==> src/rtl/key_ctl_multi.sv <==
// key_ctl_multi: N independent push-button channels. Each channel has a
// two-flop synchroniser, a counter debouncer, a short/long press classifier
// and a wrapping mode register. All outputs are registered.
`timescale 1ns/1ps
module key_ctl_multi #(
    parameter int N_KEYS          = 2,
    parameter int KEY_ACTIVE      = 1,
    parameter int DEBOUNCE_CYCLES = 16,
    parameter int LONG_CYCLES     = 200,
    parameter int N_MODES         = 4,
    parameter int MODE_W          = 2
) (
    input  logic                       clk,
    input  logic                       rst,
    input  logic [N_KEYS-1:0]          key,
    output logic [N_KEYS-1:0]          key_stable,
    output logic [N_KEYS-1:0]          short_pulse,
    output logic [N_KEYS-1:0]          long_pulse,
    output logic [N_KEYS*MODE_W-1:0]   ctrl
);

    localparam int DB_W   = $clog2(DEBOUNCE_CYCLES);
    localparam int HOLD_W = $clog2(LONG_CYCLES);

    localparam logic [DB_W-1:0]   DB_LAST    = DB_W'(DEBOUNCE_CYCLES - 1);
    // Threshold is tested on the current count so the pulse flop and the
    // counter reaching LONG_CYCLES-1 land on the same edge.
    localparam logic [HOLD_W-1:0] HOLD_LONG  = HOLD_W'(LONG_CYCLES - 2);
    localparam logic [HOLD_W-1:0] HOLD_MAX   = HOLD_W'(LONG_CYCLES - 1);
    localparam logic [MODE_W-1:0] MODE_LAST  = MODE_W'(N_MODES - 1);

    // Raw pin level of a released key.
    localparam logic KEY_RELEASED = (KEY_ACTIVE == 0) ? 1'b1 : 1'b0;

    localparam logic [1:0] ST_IDLE      = 2'd0;
    localparam logic [1:0] ST_PRESSED   = 2'd1;
    localparam logic [1:0] ST_LONG_HELD = 2'd2;

    for (genvar i = 0; i < N_KEYS; i++) begin : g_key
        logic                sync1_q, sync1_d;
        logic                sync2_q, sync2_d;
        logic                synced;
        logic [DB_W-1:0]     db_cnt_q, db_cnt_d;
        logic                stable_q, stable_d;
        logic [1:0]          state_q, state_d;
        logic [HOLD_W-1:0]   hold_q, hold_d;
        logic                short_q, short_d;
        logic                long_q, long_d;
        logic [MODE_W-1:0]   mode_q, mode_d;

        // Normalise the synchronised level so that 1 always means pressed.
        assign synced = ~(sync2_q ^ ~KEY_RELEASED);

        // Synchroniser chain and debounce counter: accept a level only after it
        // has disagreed with key_stable for DEBOUNCE_CYCLES consecutive cycles.
        always_comb begin
            // NOTE: combinational blocks use blocking '=' and assign every
            // output a default first, so no path can leave a latch behind.
            sync1_d  = key[i];
            sync2_d  = sync1_q;
            stable_d = stable_q;
            db_cnt_d = '0;
            if (synced != stable_q) begin
                if (db_cnt_q == DB_LAST) begin
                    stable_d = synced;
                end else begin
                    db_cnt_d = db_cnt_q + 1'b1;
                end
            end
        end

        // Press classifier: short on release before the hold threshold, long
        // once the threshold is reached; the threshold wins a same-cycle tie.
        always_comb begin
            state_d = state_q;
            hold_d  = hold_q;
            short_d = 1'b0;
            long_d  = 1'b0;
            case (state_q)
                ST_IDLE: begin
                    if (stable_q) begin
                        state_d = ST_PRESSED;
                        hold_d  = '0;
                    end
                end
                ST_PRESSED: begin
                    hold_d = (hold_q == HOLD_MAX) ? hold_q : hold_q + 1'b1;
                    if (hold_q == HOLD_LONG) begin
                        long_d  = 1'b1;
                        state_d = ST_LONG_HELD;
                    end else if (!stable_q) begin
                        short_d = 1'b1;
                        state_d = ST_IDLE;
                    end
                end
                ST_LONG_HELD: begin
                    if (!stable_q) begin
                        state_d = ST_IDLE;
                    end
                end
                default: state_d = ST_IDLE;
            endcase
        end

        // Mode register changes on the same edge that raises its pulse.
        always_comb begin
            mode_d = mode_q;
            if (long_d) begin
                mode_d = '0;
            end else if (short_d) begin
                mode_d = (mode_q == MODE_LAST) ? '0 : mode_q + 1'b1;
            end
        end

        // State registers with synchronous reset to the released condition.
        always_ff @(posedge clk) begin
            // NOTE: reset is sampled on the clock edge like any other input,
            // and registers use non-blocking '<=' so all update together.
            if (rst) begin
                sync1_q  <= KEY_RELEASED;
                sync2_q  <= KEY_RELEASED;
                db_cnt_q <= '0;
                stable_q <= 1'b0;
                state_q  <= ST_IDLE;
                hold_q   <= '0;
                short_q  <= 1'b0;
                long_q   <= 1'b0;
                mode_q   <= '0;
            end else begin
                sync1_q  <= sync1_d;
                sync2_q  <= sync2_d;
                db_cnt_q <= db_cnt_d;
                stable_q <= stable_d;
                state_q  <= state_d;
                hold_q   <= hold_d;
                short_q  <= short_d;
                long_q   <= long_d;
                mode_q   <= mode_d;
            end
        end

        assign key_stable[i]                = stable_q;
        assign short_pulse[i]               = short_q;
        assign long_pulse[i]                = long_q;
        assign ctrl[i*MODE_W +: MODE_W]     = mode_q;
    end

endmodule

==> config.mk <==
export PLATFORM = sky130hd
export DESIGN_NAME = key_ctl_multi
export DESIGN_NICKNAME = d
export VERILOG_FILES = /design/src/rtl/key_ctl_multi.sv
export SDC_FILE = /design/constraint.sdc
export NUM_CORES = 1
export LEC_CHECK = 0
export ABC_AREA = 1
export CORE_MARGIN = 4
export CORE_UTILIZATION = 57
export DETAILED_ROUTE_END_ITERATION = 8
export PLACE_DENSITY = 0.8
export SYNTH_ARGS = -nofsm -noshare
export SYNTH_HDL_FRONTEND = slang
export SYNTH_SLANG_ARGS = --single-unit
==> constraint.sdc <==
create_clock -name clk -period 3.85 [get_ports clk]
set_clock_uncertainty 0.15 [all_clocks]
set_input_delay 0.9625 -clock clk [delete_from_list [all_inputs] [get_ports clk]]
set_output_delay 0.9625 -clock clk [all_outputs]
set_load 0.01 [all_outputs]
; After elaboration in Yosys (flattened, before gate mapping)
; Cells that the tools add are included.
[word_totals]
ff_bits = 42
input_bits = 4
output_inout_bits = 10
[classes]
n_addsub = 6
eq_ne = 18
n_mux = 26
bitwise = 2
reduce_logical = 12
[ops]
columns = cell, count
row1 = $eq A8 B8 Y1 const B, 4
row2 = $mux W8, 4
row3 = $pmux W8 S2, 2
row4 = $add A8 B1 Y8 const B, 2
row5 = $mux W2, 8
row6 = $pmux W2 S3, 2
row7 = $mux W1, 10
row8 = $add A4 B1 Y4 const B, 2
row9 = $eq A2 B2 Y1 const B, 4
row10 = $eq A4 B4 Y1 const B, 2
row11 = $ne A2 B2 Y1 const B, 4
row12 = $reduce_and A3 Y1, 2
row13 = $reduce_or A3 Y1, 2
row14 = $add A2 B1 Y2 const B, 2
row15 = $eq A2 B1 Y1 const B, 2
row16 = $logic_not A2 Y1, 2
row17 = $reduce_and A2 Y1, 2
row18 = $reduce_bool A2 Y1, 2
row19 = $reduce_or A2 Y1, 2
row20 = $ne A1 B1 Y1, 2
row21 = $not A1 Y1, 2

; Longest topological paths before layout
; Gate-level depths: netlist of run 1.
[logic_depth]
ltp_word = 4
ltp_mapped = 10
mapped_depth_nobuf = 10

; Least setup slack after synthesis of run 1
; No wires, ideal clock.
[synth_timing]
kind = register to output
from = register g_key[0].stable_q
to = output port key_stable[0]
t_arrival_ns = 0.568
setup_slack_ns = 2.170
path_stages_with_launch = 2
cell_sequence = dfxtp_1 -> buf_4
[synth_rtl]
columns = element, line_no
row1 = from (decl), 44  ; logic stable_q, stable_d;
row2 = from (signal assigned), 133  ; stable_q <= stable_d;
row3 = to (decl), 16  ; output logic [N_KEYS-1:0] key_stable,
; No word-level cell between the ends.

; Worst setup path after layout of run 1
[layout_timing]
from = register g_key[0].stable_q
to = output port key_stable[0]
; No word-level cell between the ends.

==> results of run 1 <==
[cells in the mapped netlist, types with 2 or more instances]
cell type and number:
nand2_1 44, inv_2 8, inv_1 28, nand2_2 9
nand4_1 4, o21ai_0 5, nor3_1 2, xor2_1 4
buf_4 6, clkbuf_1 2, a21oi_2 2, nor2_4 3
nor2_1 46, nand3_1 22, nor2_2 5, xnor2_1 2
ha_1 8, a21oi_1 21, dfxtp_1 42, o21ai_1 2
o211ai_1 5
[state kept, by name, summed over array words and instances (netlist names)]
name,count
g_key.stable_q,2
g_key.state_q,4
g_key.sync2_q,2
g_key.sync1_q,2
g_key.db_cnt_q,8
g_key.mode_q,4
g_key.short_q,2
g_key.long_q,2
g_key.hold_q,16
[layer usage]
metal  GRT usage, %  vias to the layer above  part of all wire (%)
met2           27.8                       20                    43
met5              0                        -                     0
met4           6.70                        0                   1.6
met1           24.6                      748                    51
met3           6.40                        7                   4.5
li1               -                      918                     -
[path summary, 6_finish.rpt]
path,to,slack [ns],cells past startpoint
max reg2reg,g_key[0].hold_q[6],2.15,10
min,g_key[1].sync2_q,0.26,2
min reg2reg,g_key[1].sync2_q,0.26,2
max,key_stable[0],1.33,1
[through the flow]
stage | setup slack, ns | area [µm²] | utilization [%]
after floorplan | 2.17 | 2080 | -
after global placement | 1.34 | 2220 | 64.5
after detailed placement | 1.31 | 2220 | 64.5
after CTS | 1.34 | 2330 | 67.8
after global routing | 1.27 | 2330 | 67.8
final | 1.33 | 2330 | 67.8
[logic make-up after synthesis]
family | Yosys count
AO/OA/AOI/OAI | 38
XOR/XNOR | 6
adder cells (fa/ha/maj) | 8
buffers and inverters | 46
flip-flops | 42
AND/OR/NAND/NOR | 140
[layout make-up]
type	instances	share of cell area, %
Inverter	37	6.06
Tap cell	46	2.47
Sequential cell	42	36.1
Timing Repair Buffer	14	5.90
Clock buffer	5	2.95
Clock inverter	3	1.88
Multi-Input combinational cell	192	44.7
[power groups by stage]
stage               logic, mW  registers [mW]  clock network, mW
floorplan              0.0109           0.448                  0
global placement       0.0169           0.448                  0
detailed placement     0.0171           0.448                  0
CTS                    0.0173           0.438              0.361
global route           0.0202           0.438              0.377
finish                 0.0169           0.438              0.355
==> metrics.md, run 1 <==
| Metric | Value |
|---|---|
| Hpwl dp | `2.77 mm` |
| Synth Flop Type | `dfxtp_1` |
| DRC Markers | `0` |
| Internal power | `0.637 mW` |
| Num CTS Buffers | `5` |
| Htree depth | `2` |
| Max-cap violations | `0` |
| Hold Startpoint | `g_key[1].sync1_q` |
| Post-synthesis mux area share | `0%` |
| PwrDens | `347 mW/mm²` |
| Final Cycle Share | `65.5%` |
| Critical path capture point type | `primary output` |
| Seq pwr share | `54.1%` |
| Die area | `0.00468 mm²` |
| Switching Share | `21.3%` |
| Largest family of logic cells by synthesized area | `simple AND/OR/NAND/NOR gates` |
| RSZ-0062 raised after global routing | `no` |
| Synth area leaders | `dfxtp_1 40%, nor2_1 8.3%, nand2_1 7.9%` |
| Syn-to-layout area delta | `12.0%` |
| Drt initial violations | `109` |
| Sequential-to-total area share from yosys stat | `40.4%` |
| Req. time, crit path | `2.74 ns` |
| CTS tree | `built` |
| GP Congestion | `0.813` |
| Async set-reset flop share out of synthesis | `0%` |
| First-pass GRT wire length | `6.49 mm` |
| Clock sinks | `42` |
| Mapped Area | `0.00208 mm²` |
| Synth Area in Simple Gates | `31.7%` |
| Multi-input gate area | `0.00104 mm²` |
| Number of synthesized flops with an enable pin | `0` |
| Switching power | `0.172 mW` |
| FF-to-FF Start | `g_key[0].hold_q[0]` |
| Fmax | `397 MHz` |
| XOR/XNOR share of the synthesized area | `2.52%` |
| Logic pwr share | `2.1%` |
| Most frequent cells in the layout | `46 x nor2_1, 44 x nand2_1, 42 x dfxtp_1` |
| Setup CP Type | `reg -> out` |
| Worst Setup SP | `g_key[0].stable_q` |
| Power, Total | `0.810 mW` |
| Critical Path Start Type | `register` |
| Share of layout cells above drive strength 1 | `14.7%` |
| Synth Warn # | `0` |
| Flip-flop and latch area | `841 µm²` |
| Synth Instances | `280` |
| Largest net degree at the start of global routing | `15` |
| Compound-Gate Fraction of Synth Area | `11.0%` |
| Post-Synth Adder-Cell Area | `4.81%` |
| Minimum clock period | `2.52 ns` |
| Post-layout nets | `304` |
| Clock Latency Late Sink | `0.30 ns` |
| Syn_nets | `292` |
| Biggest fanout along the worst timing path | `8` |
| Placed Instances | `331` |
| Total global-route track usage | `18.6%` |
| Critical-path top delay cell | `clkdlybuf4s50_1` |
| Starting density of the core | `60.5%` |
| Fin Hold WS | `0.259 ns` |
| Relative slew slack | `73.2%` |
| Delay-heaviest family, CP | `buffers and inverters` |
| Slew Viols, Final | `0` |
| Syn Area/Cell | `7.44 µm²` |
| Num rows | `21` |
| Synth area leader | `dfxtp_1` |
| CTS resizes | `0` |
| Routed vias | `1,693` |
| Die height | `68.4 µm` |
| Share of the synthesized area in the top cell type | `40.4%` |
| Cell Chain, Critical Path | `clkdlybuf4s50_1` |
| Max IR drop VDD | `0.259 mV` |
| Worst-path clk slew | `0.08 ns` |
| Antenna Nets Post-Route | `0` |
| Setup TNS | `0 ns` |
| Most common cell after layout, fill and taps aside | `nor2_1` |
| Post-CTS Hold Buffers | `0` |
| Crit path largest cell delay | `0.60 ns` |
| Die X | `68.4 µm` |
| Initial antenna violation count | `0` |
| Clock root cell | `clkbuf_8` |
| Min-Delay Path Class | `reg -> reg` |
| Drt pass-1 iters | `4` |
| Slew @ Worst Pin | `0.401 ns` |
| Clock Power Share | `43.8%` |
| Post-DR vias/cell | `4.99` |
| # diodes | `0` |
| Max clock buf depth | `2` |
| Overflow after GRT | `0` |
| Non-Filler Instances | `339` |
| Final setup viols | `0` |
| Routed WL per cell | `11.0 µm` |
| Synth Register Bits | `42` |
| Via count of the first global-routing pass | `1,484` |
| Synth unique cells | `31` |
| # IOs | `14` |
| Outcome | `finished clean` |
| Port Buffer Count | `13` |
| LEAKAGE | `0.915 nW` |
| WP data arrival | `1.41 ns` |
| Final hold viol count | `0` |
| Total Wirelength | `3.74 mm` |
| # fillers | `315` |
| Core area | `0.00344 mm²` |
| CP bufs+invs | `1` |
| Setup Buffers After CTS | `0` |
Note: power is estimated with default switching activity, not from simulation.
==> run 2: changes to the inputs <==
==> constraint.sdc (replaced) <==
create_clock -name clk -period 2.5 [get_ports clk]
set_clock_uncertainty 0.15 [all_clocks]
set_input_delay 0.625 -clock clk [delete_from_list [all_inputs] [get_ports clk]]
set_output_delay 0.625 -clock clk [all_outputs]
set_load 0.01 [all_outputs]
==> run 2 against run 1 <==
- combinational power rose by 64%
- via count barely moved
- core utilization fell by 0.76 points
- final cell count did not move
- hold slack got worse by 0.0019 ns
- critical path type unchanged
- wire length fell by 3.1%
==> metrics.md, run 2 (synthesis results as in run 1) <==
| Metric | Value |
|---|---|
| Critical path capture point type | `primary output` |
| Hold Startpoint | `g_key[1].sync1_q` |
| Setup TNS | `0 ns` |
| Placed Instances | `332` |
| Min-Delay Path Depth | `2` |
| Critical Path Start Type | `register` |
| Initial antenna violation count | `0` |
| Setup Buffers After CTS | `0` |
| Fmax | `466 MHz` |
| Routed WL per cell | `10.7 µm` |
| # IOs | `14` |
| DRC Markers | `0` |
| Slew Viols, Final | `0` |
| Via count of the first global-routing pass | `1,488` |
| Total global-route track usage | `18.1%` |
| CP bufs+invs | `1` |
| Die height | `68.4 µm` |
| Share of layout cells above drive strength 1 | `14.7%` |
| Largest net degree at the start of global routing | `14` |
| Outcome | `finished clean` |
| Biggest register | `g_key.hold_q` |
| Die area | `0.00468 mm²` |
| Crit path largest cell delay | `0.60 ns` |
| Total Wirelength | `3.62 mm` |
| Post-CTS Hold Buffers | `0` |
| Clock root cell | `clkbuf_8` |
| Drt pass-1 iters | `4` |
| Post-DP Area | `0.00223 mm²` |
| Antenna Nets Post-Route | `0` |
| CTS tree | `built` |
| Top flop regs | `g_key.hold_q x16, g_key.db_cnt_q x8` |
| Reg2reg path depth | `10` |
| First-pass GRT wire length | `6.35 mm` |
| Crit Reg-Reg Endpoint | `g_key[0].hold_q[6]` |
| Port Buffer Count | `13` |
| # fillers | `296` |
| Num rows | `21` |
| Hold Path Sink | `g_key[1].sync2_q` |
| Post-layout nets | `305` |
| Worst Setup SP | `g_key[0].stable_q` |
| Minimum clock period | `2.15 ns` |
| # diodes | `0` |
| Req. time, crit path | `1.73 ns` |
| Cell Chain, Critical Path | `clkdlybuf4s50_1` |
| Die X | `68.4 µm` |
| Htree depth | `2` |
| Syn-to-layout area delta | `10.8%` |
| GP Congestion | `0.868` |
| Most common cell after layout, fill and taps aside | `nor2_1` |
| Final hold viol count | `0` |
| Min-Delay Path Class | `reg -> reg` |
| Starting density of the core | `60.5%` |
| Max reg flops | `16` |
| FF-to-FF Start | `g_key[0].hold_q[0]` |
| Max IR drop VDD | `0.269 mV` |
| Final Cycle Share | `85.9%` |
| Delay-heaviest family, CP | `buffers and inverters` |
| Clock Latency Late Sink | `0.29 ns` |
| Most frequent cells in the layout | `46 x nor2_1, 44 x nand2_1, 42 x dfxtp_1` |
| Biggest fanout along the worst timing path | `8` |
| Core area | `0.00344 mm²` |
| Max-cap violations | `0` |
| Routed vias | `1,692` |
| Overflow after GRT | `0` |
| CTS resizes | `0` |
| PwrDens | `479 mW/mm²` |
| RSZ-0062 raised after global routing | `no` |
| Num CTS Buffers | `5` |
| WP data arrival | `1.37 ns` |
| Worst-path clk slew | `0.08 ns` |
| Clock sinks | `42` |
| Max clock buf depth | `2` |
| Worst R2R Setup Slack | `0.79 ns` |
| Critical-path top delay cell | `clkdlybuf4s50_1` |
| Drt initial violations | `102` |
| Post-DR vias/cell | `4.99` |
| Non-Filler Instances | `339` |
| Final Instance Area | `0.00231 mm²` |
| Final setup viols | `0` |
| Setup CP Type | `reg -> out` |
| Relative slew slack | `75.9%` |
| LEAKAGE | `0.905 nW` |
| Hpwl dp | `2.70 mm` |
| Slew @ Worst Pin | `0.362 ns` |
-- run 2: worst max-delay path by stage --
stage	to	slack [ns]	depth (start not counted)
6_report	key_stable[0]	0.35	1
5_1_grt	key_stable[0]	0.29	1
4_1_cts	key_stable[0]	0.35	1
3_5_place_dp	g_key[0].hold_q[2]	0.45	6
3_3_place_gp	g_key[0].hold_q[2]	0.49	6
2_1_floorplan	g_key[0].hold_q[6]	1.01	10
-- run 2: stage by stage --
step	utilization [%]	total power, mW	setup slack (ns)	hold slack (ns)
CTS	67.0	1.12	0.348	0.260
detailed placement	64.7	0.718	0.454	0.248
global placement	64.7	0.717	0.486	0.243
floorplan	-	0.706	1.01	0.238
finish	67.0	1.10	0.353	0.257
global route	67.0	1.15	0.294	0.272
-- run 2: per-layer routing --
layer | vias to the layer above | wire length, µm | GRT usage (%)
met2 | 36 | 1570 | 28.5
met4 | 0 | 62 | 7.44
li1 | 913 | - | -
met3 | 5 | 178 | 4.43
met1 | 738 | 1810 | 23.5
met5 | - | 0 | 0
-- run 2: final cells by class --
class	instances	area [µm²]	share of cell area, %
Inverter	37	141	6.13
Clock buffer	5	68.8	2.98
Timing Repair Buffer	15	145	6.29
Clock inverter	2	10.0	0.434
Multi-Input combinational cell	192	1040	45.2
Tap cell	46	57.6	2.50
Sequential cell	42	841	36.5
-- run 2: report_power, final --
part / total, mW / switching [mW] / leakage [nW] / internal (mW)
registers: 0.675 / 0.00218 / 0.339 / 0.672
clock network: 0.402 / 0.215 / 0.0438 / 0.187
logic: 0.0277 / 0.0166 / 0.522 / 0.0111
total: 1.10 / 0.234 / 0.905 / 0.871
==> run 3: changes to the inputs <==
--- a/config.mk
+++ b/config.mk
@@ -6,6 +6,7 @@
 export NUM_CORES = 1
 export LEC_CHECK = 0
 export ABC_AREA = 1
+export CAP_MARGIN = 20
 export CORE_MARGIN = 4
 export CORE_UTILIZATION = 57
 export DETAILED_ROUTE_END_ITERATION = 8
@@ -13,3 +14,4 @@
 export SYNTH_ARGS = -nofsm -noshare
 export SYNTH_HDL_FRONTEND = slang
 export SYNTH_SLANG_ARGS = --single-unit
+export TNS_END_PERCENT = 5
==> results of run 3 <==
The final DEF is identical to that of run 2; final timing and power are the same.
==> variant 1 (config.mk and constraints of run 2) <==
The parameter `N_KEYS` goes from 2 to 1.
--- a/src/rtl/key_ctl_multi.sv
+++ b/src/rtl/key_ctl_multi.sv
@@ -5,3 +5,3 @@
 module key_ctl_multi #(
-    parameter int N_KEYS          = 2,
+    parameter int N_KEYS          = 1,
     parameter int KEY_ACTIVE      = 1,
Interface: changed (5 resized); port bits go from 14 to 8. No check against the original RTL was run, so the function may have changed too.
==> variant 1 against run 2 <==
- setup slack improved by 27 ps
- wire length shrank 50%
- sequential cell count is 21 lower
- total power decreased by 54%
- via count down 50%
- critical path depth stayed put
- area after synthesis is 50% lower
- sequential power fell by 50%
- fmax rose by 1.3%
- design area is 50% lower
==> variant 1: results (changes against run 2) <==
** Run status
- Outcome :: finished, final reports clean

** Worst hold path
- Number of cells on the worst hold path :: 2 (unchanged)
- The min-delay analysis places its worst path in the category flip-flop to flip-flop.

** GRT
- The largest net degree at the start of global routing is 12 (-2).
- The total routing resource utilization after global routing is 0.176 (-0.00451).
- Wire length of the first global-routing pass :: 3390 um (-47%)
- The number of global-route vias before repair is 838 (-44%).

** Cells and area
- Final cell count without fillers :: 172 (-49%)
- The largest registers in the layout are g_key.hold_q x8, g_key.db_cnt_q x4.
- Layout cells sized above 1 :: 0.170 (+0.0233)
- Fin nets :: 155 (-49%)
- FILL cells :: 158 (-47%)
- The antenna diode instance count was 0 (unchanged).

** Synth
- The adder-cell share of the synthesized area is 0.0485 (+0.000408).
- The number of distinct library cells after synthesis was 25 (-19%).
- The synthesized netlist net count is 143 (-51%).
- The share of the synthesized netlist area taken by xor and xnor gates was 0.0170 (-0.00827).
- The post-synthesis compound-gate area fraction is 0.118 (+0.00760).
- Post-Syn Area per Cell :: 7.59 um^2 (+2.1%)
- Share of synthesized area occupied by flip-flops and latches :: 0.407 (+0.00343)
- Post-synth ARST share :: 0 (unchanged)
- The commonest cells after synthesis are dfxtp_1 (21), nor2_1 (20), nand2_1 (19), inv_1 (18), nand3_1 (15).
- By area the synthesized netlist is led by dfxtp_1 (41%), nand3_1 (7.3%), nor2_1 (7.3%).
- Multiplexer fraction of the synthesized cell area :: 0 (unchanged)

** Detailed routing
- Number of detailed-routing iterations run before antenna repair :: 6 (+2)
- The initial detailed-routing violation count was 16 (-84%).
- Sum of routed wire length over all layers :: 1800 um (-50%)
- Via total after detailed routing :: 854 (-50%)

** Placed design
- The HPWL reported at the end of detailed placement came to 1430 um (-47%).
- The placement-stage worst setup slack is 595 ps (+141 ps).
- The number of input and output port buffers inserted is 7 (-6).
- The placer congestion estimate came to 0.798 (-8.1%).

** Clocking
- Number of buffers added by the clock tree synthesis step :: 3 (-2)
- H-tree lvl count :: 1 (-1)
- Clock-pin slew on the worst setup and hold paths :: 110 ps (+30 ps)
- The count of buffers added by post-CTS timing repair for setup came to 0 (unchanged).
- The number of buffers between clock root and the deepest sink is 2 (unchanged).
- The tree is rooted in a clkbuf_4.

** Power
- The worst ir drop on vdd came to 0.366 mV (+36%).
- The combinational group share of total power is 0.029 (+0.004).
- Clock group power :: 0.161 mW (-60%)
- Switching share of power :: 0.211 (-0.00101)
- Leak :: 0.443 nW (-51%)

** Timing
- Hold violation total from the final report :: 0 (unchanged)
- The remaining max-slew budget at the tightest pin was 0.769 (+0.0109).

** Critical path
- Reg2Reg Depth :: 8 (-2)
- Cell at the slowest stage of the critical path :: clkdlybuf4s50_1
- The arrival time of the worst setup path came to 1350 ps (-20 ps).
- The largest fanout on the critical path is 7 (-1).
- The largest incremental delay on the critical path came to 580 ps (-20 ps).
variant 1: cell count changes in the layout (fill, tap and decap cells not counted), sizes merged, moves of 3 or more:
cell,before,now
nor2,54,23
nand2,54,27
dfxtp,42,21
inv,37,20
a21oi,24,11
nand3,22,15
clkdlybuf4s50,13,7
ha,8,4
o211ai,5,1
nand4,4,1
o21ai,8,5
xor2,4,1
variant 1: layer usage:
metal	part of all wire	vias up	routed length, um	track usage
li1	-	453	-	-
met3	0.027	3	49	0.0356
met2	0.52	15	940	0.302
met1	0.44	383	794	0.205
met5	0	-	0	0
met4	0.0094	0	17	0.0942
variant 1: metrics by stage:
| stage | power (mW) | cell area [um^2] |
|---|---|---|
| 3_3_place_gp | 0.359 | 1140 |
| 3_5_place_dp | 0.359 | 1140 |
| 4_1_cts | 0.520 | 1160 |
| 5_1_grt | 0.535 | 1160 |
| 6_report | 0.513 | 1160 |
| 2_1_floorplan | 0.353 | 1030 |
variant 1: path summary, 6_finish.rpt:
path	to	slack, ps	from
hold reg to reg	g_key[0].sync2_q$_SDFF_PP0_	270	g_key[0].sync1_q$_SDFF_PP0_
setup / recovery	key_stable	380	key_stable$_SDFFE_PP0P_
hold / removal	g_key[0].sync2_q$_SDFF_PP0_	270	g_key[0].sync1_q$_SDFF_PP0_
setup reg to reg	g_key[0].hold_q[7]$_SDFFE_PP0P_	960	g_key[0].hold_q[1]$_SDFFE_PP0P_
variant 1: layout make-up:
type	count	area share
multi-input cells	94	0.458
flip-flops and latches	21	0.361
repair buffers	8	0.0667
inverters	20	0.0645
well taps	25	0.0269
clock buffers	4	0.0226
==> variant 2 (settings of run 2) <==
Without the edit above. Register the input `key` before use, without a reset. The logic sees it one clock later.
--- a/src/rtl/key_ctl_multi.sv
+++ b/src/rtl/key_ctl_multi.sv
@@ -38,2 +38,8 @@
 
+    logic [N_KEYS-1:0] key_q;
+
+    always_ff @(posedge clk) begin
+        key_q <= key;
+    end
+
     for (genvar i = 0; i < N_KEYS; i++) begin : g_key
@@ -58,3 +64,3 @@
             // output a default first, so no path can leave a latch behind.
-            sync1_d  = key[i];
+            sync1_d  = key_q[i];
             sync2_d  = sync1_q;
Behaviour: same outputs for any inputs over 10 cycles, from zero or initial values and one cycle with rst high; that may be too few to reach the edited logic, so the function may still have changed.
==> variant 2 against run 2 <==
- setup slack worse by 63 ps
- count of clock-buffer cells in the layout is 1 higher
- first-iteration DRC count is 22% higher
- area after synthesis is 2.6% lower
- via count is 0.12% higher
- cell count is 1.5% lower
- sequential cell count is 2 higher
- fmax is 2.8% lower
- wire length is 1.1% lower
- total power is 9.6% higher
- sequential share of layout area is 2.7 points higher
- design area is 2.5% lower
- critical path type unchanged
==> variant 2: results (changes against run 2) <==
** Detailed routing
- The met2 wire length was 1550 um (-1.5%).
- Detailed route wirelength on metal3 :: 214 um (+20%)
- Detailed-route wire length on metal 1 :: 1780 um (-1.7%)
- First-iteration detailed-routing DRC count :: 124 (+22%)
- The final routed wire length divided by cell count was 10.7 um (+0.37%).
- Number of vias per cell :: 5.07 (+1.6%)

** Synth
- The synthesized netlist net count was 287 (-1.7%).
- The adder-cell share of the synthesized area came to 0.0494 (+0.00128).
- Post-synthesis share of cell area spent on xor and xnor gates :: 0.0173 (-0.00797)
- Post-Syn Area per Cell :: 7.38 um^2 (-0.81%)
- The sequential cell area fraction in the yosys report was 0.434 (+0.0305).
- The post-synthesis compound-gate area fraction was 0.102 (-0.00819).
- By count the netlist is led by nor2_1 (48), nand2_1 (47), dfxtp_1 (44), inv_1 (33), a21oi_1 (23).
- Netlist cell types :: 33 (+6.5%)
- Yosys attributes the largest share of cell area to dfxtp_1 (43%), nor2_1 (8.9%), nand2_1 (8.7%).
- Yosys synthesis warning count :: 0 (unchanged)

** Clocking
- The tree is rooted in a clkbuf_4.
- Clock-pin slew on the worst setup and hold paths :: 130 ps (+50 ps)
- The clock insertion delay at the later pin of the skew report is 360 ps (+70 ps).

** GRT
- Largest net degree at the start of global routing :: 20 (+6)
- The number of global-route vias before repair was 1554 (+4.4%).
- Wire length of the first global-routing pass :: 6550 um (+3.2%)
- Antenna violations before repair :: 0 (unchanged)
- Combined global-route utilization of all metal layers :: 0.188 (+0.00700)

** Cells and area
- The fraction of final layout cells with drive strength greater than 1 is 0.0833 (-0.0634).
- Fin nets :: 299 (-2.0%)
- The antenna diode instance count came to 0 (unchanged).
- FILL cells :: 309 (+4.4%)
- Final cell count without fillers :: 334 (-1.5%)
- Biggest regs :: g_key.hold_q x16, g_key.db_cnt_q x8

** Placed design
- Sum of net half-perimeters after detailed placement :: 2600 um (-3.7%)
- The placer congestion estimate is 0.832 (-4.1%).
- The placement-stage worst setup slack is 433 ps (-21.0 ps).

** Power
- The clock network fraction of total power is 0.392 (+0.028).
- Maximum vdd ir drop :: 0.409 mV (+52%)
- Proportion of power drawn by combinational gates :: 0.022 (-0.003)
- The switching power share of the total is 0.209 (-0.00239).
- Leak :: 0.886 nW (-2.1%)

** Critical path
- Critical path peak fanout :: 7 (-1)

** Run status
- The flow ran to the end, and the final reports show no timing, DRC or antenna violations.

** Timing
- The remaining max-slew budget at the tightest pin is 0.788 (+0.0295).
==> variant 2: cell types whose count changed after synthesis, sizes merged, moves of 2 or more <==
cell,before,now
o21ai,8,13
nand2,54,51
o211ai,5,2
dfxtp,42,44
inv,37,35
nor2,54,52
xor2,4,2
==> variant 2: kinds of logic after synthesis <==
family / count (synthesis)
simple gates: 135
buf+inv: 45
xor+xnor: 4
fa+ha+maj: 8
flops: 44
compound gates: 39
==> variant 2: metal layers <==
layer,track usage,up-vias
met5,0,-
met4,0.0582,0
met3,0.0632,4
met2,0.300,36
met1,0.238,754
li1,-,900
==> variant 2: area by class of cell <==
type | count | area [um^2] | share of cell area
Timing Repair Buffer | 14 | 138 | 0.0612
Tap cell | 46 | 57.6 | 0.0256
Multi-Input combinational cell | 186 | 947 | 0.421
Inverter | 36 | 135 | 0.0601
Clock buffer | 6 | 51.3 | 0.0228
Sequential cell | 44 | 881 | 0.392
Clock inverter | 2 | 38.8 | 0.0173
==> variant 2: final timing paths <==
kind / from / end / slack, ps / cells after the start
worst min-delay path: key_q[1]$_DFF_P_ / g_key[1].sync1_q$_SDFF_PP0_ / 260 / 2
worst min register to register: key_q[1]$_DFF_P_ / g_key[1].sync1_q$_SDFF_PP0_ / 260 / 2
worst max register to register: g_key[1].hold_q[1]$_SDFFE_PP0P_ / g_key[1].hold_q[2]$_SDFFE_PP0P_ / 960 / 8
worst max-delay path: g_key[0].stable_q$_SDFFE_PP0P_ / key_stable[0] / 290 / 1
==> variant 2: through the flow <==
step,power [mW],cell area [um^2]
finish,1.21,2250
global route,1.26,2250
CTS,1.22,2250
detailed placement,0.752,2160
global placement,0.751,2160
floorplan,0.741,2030
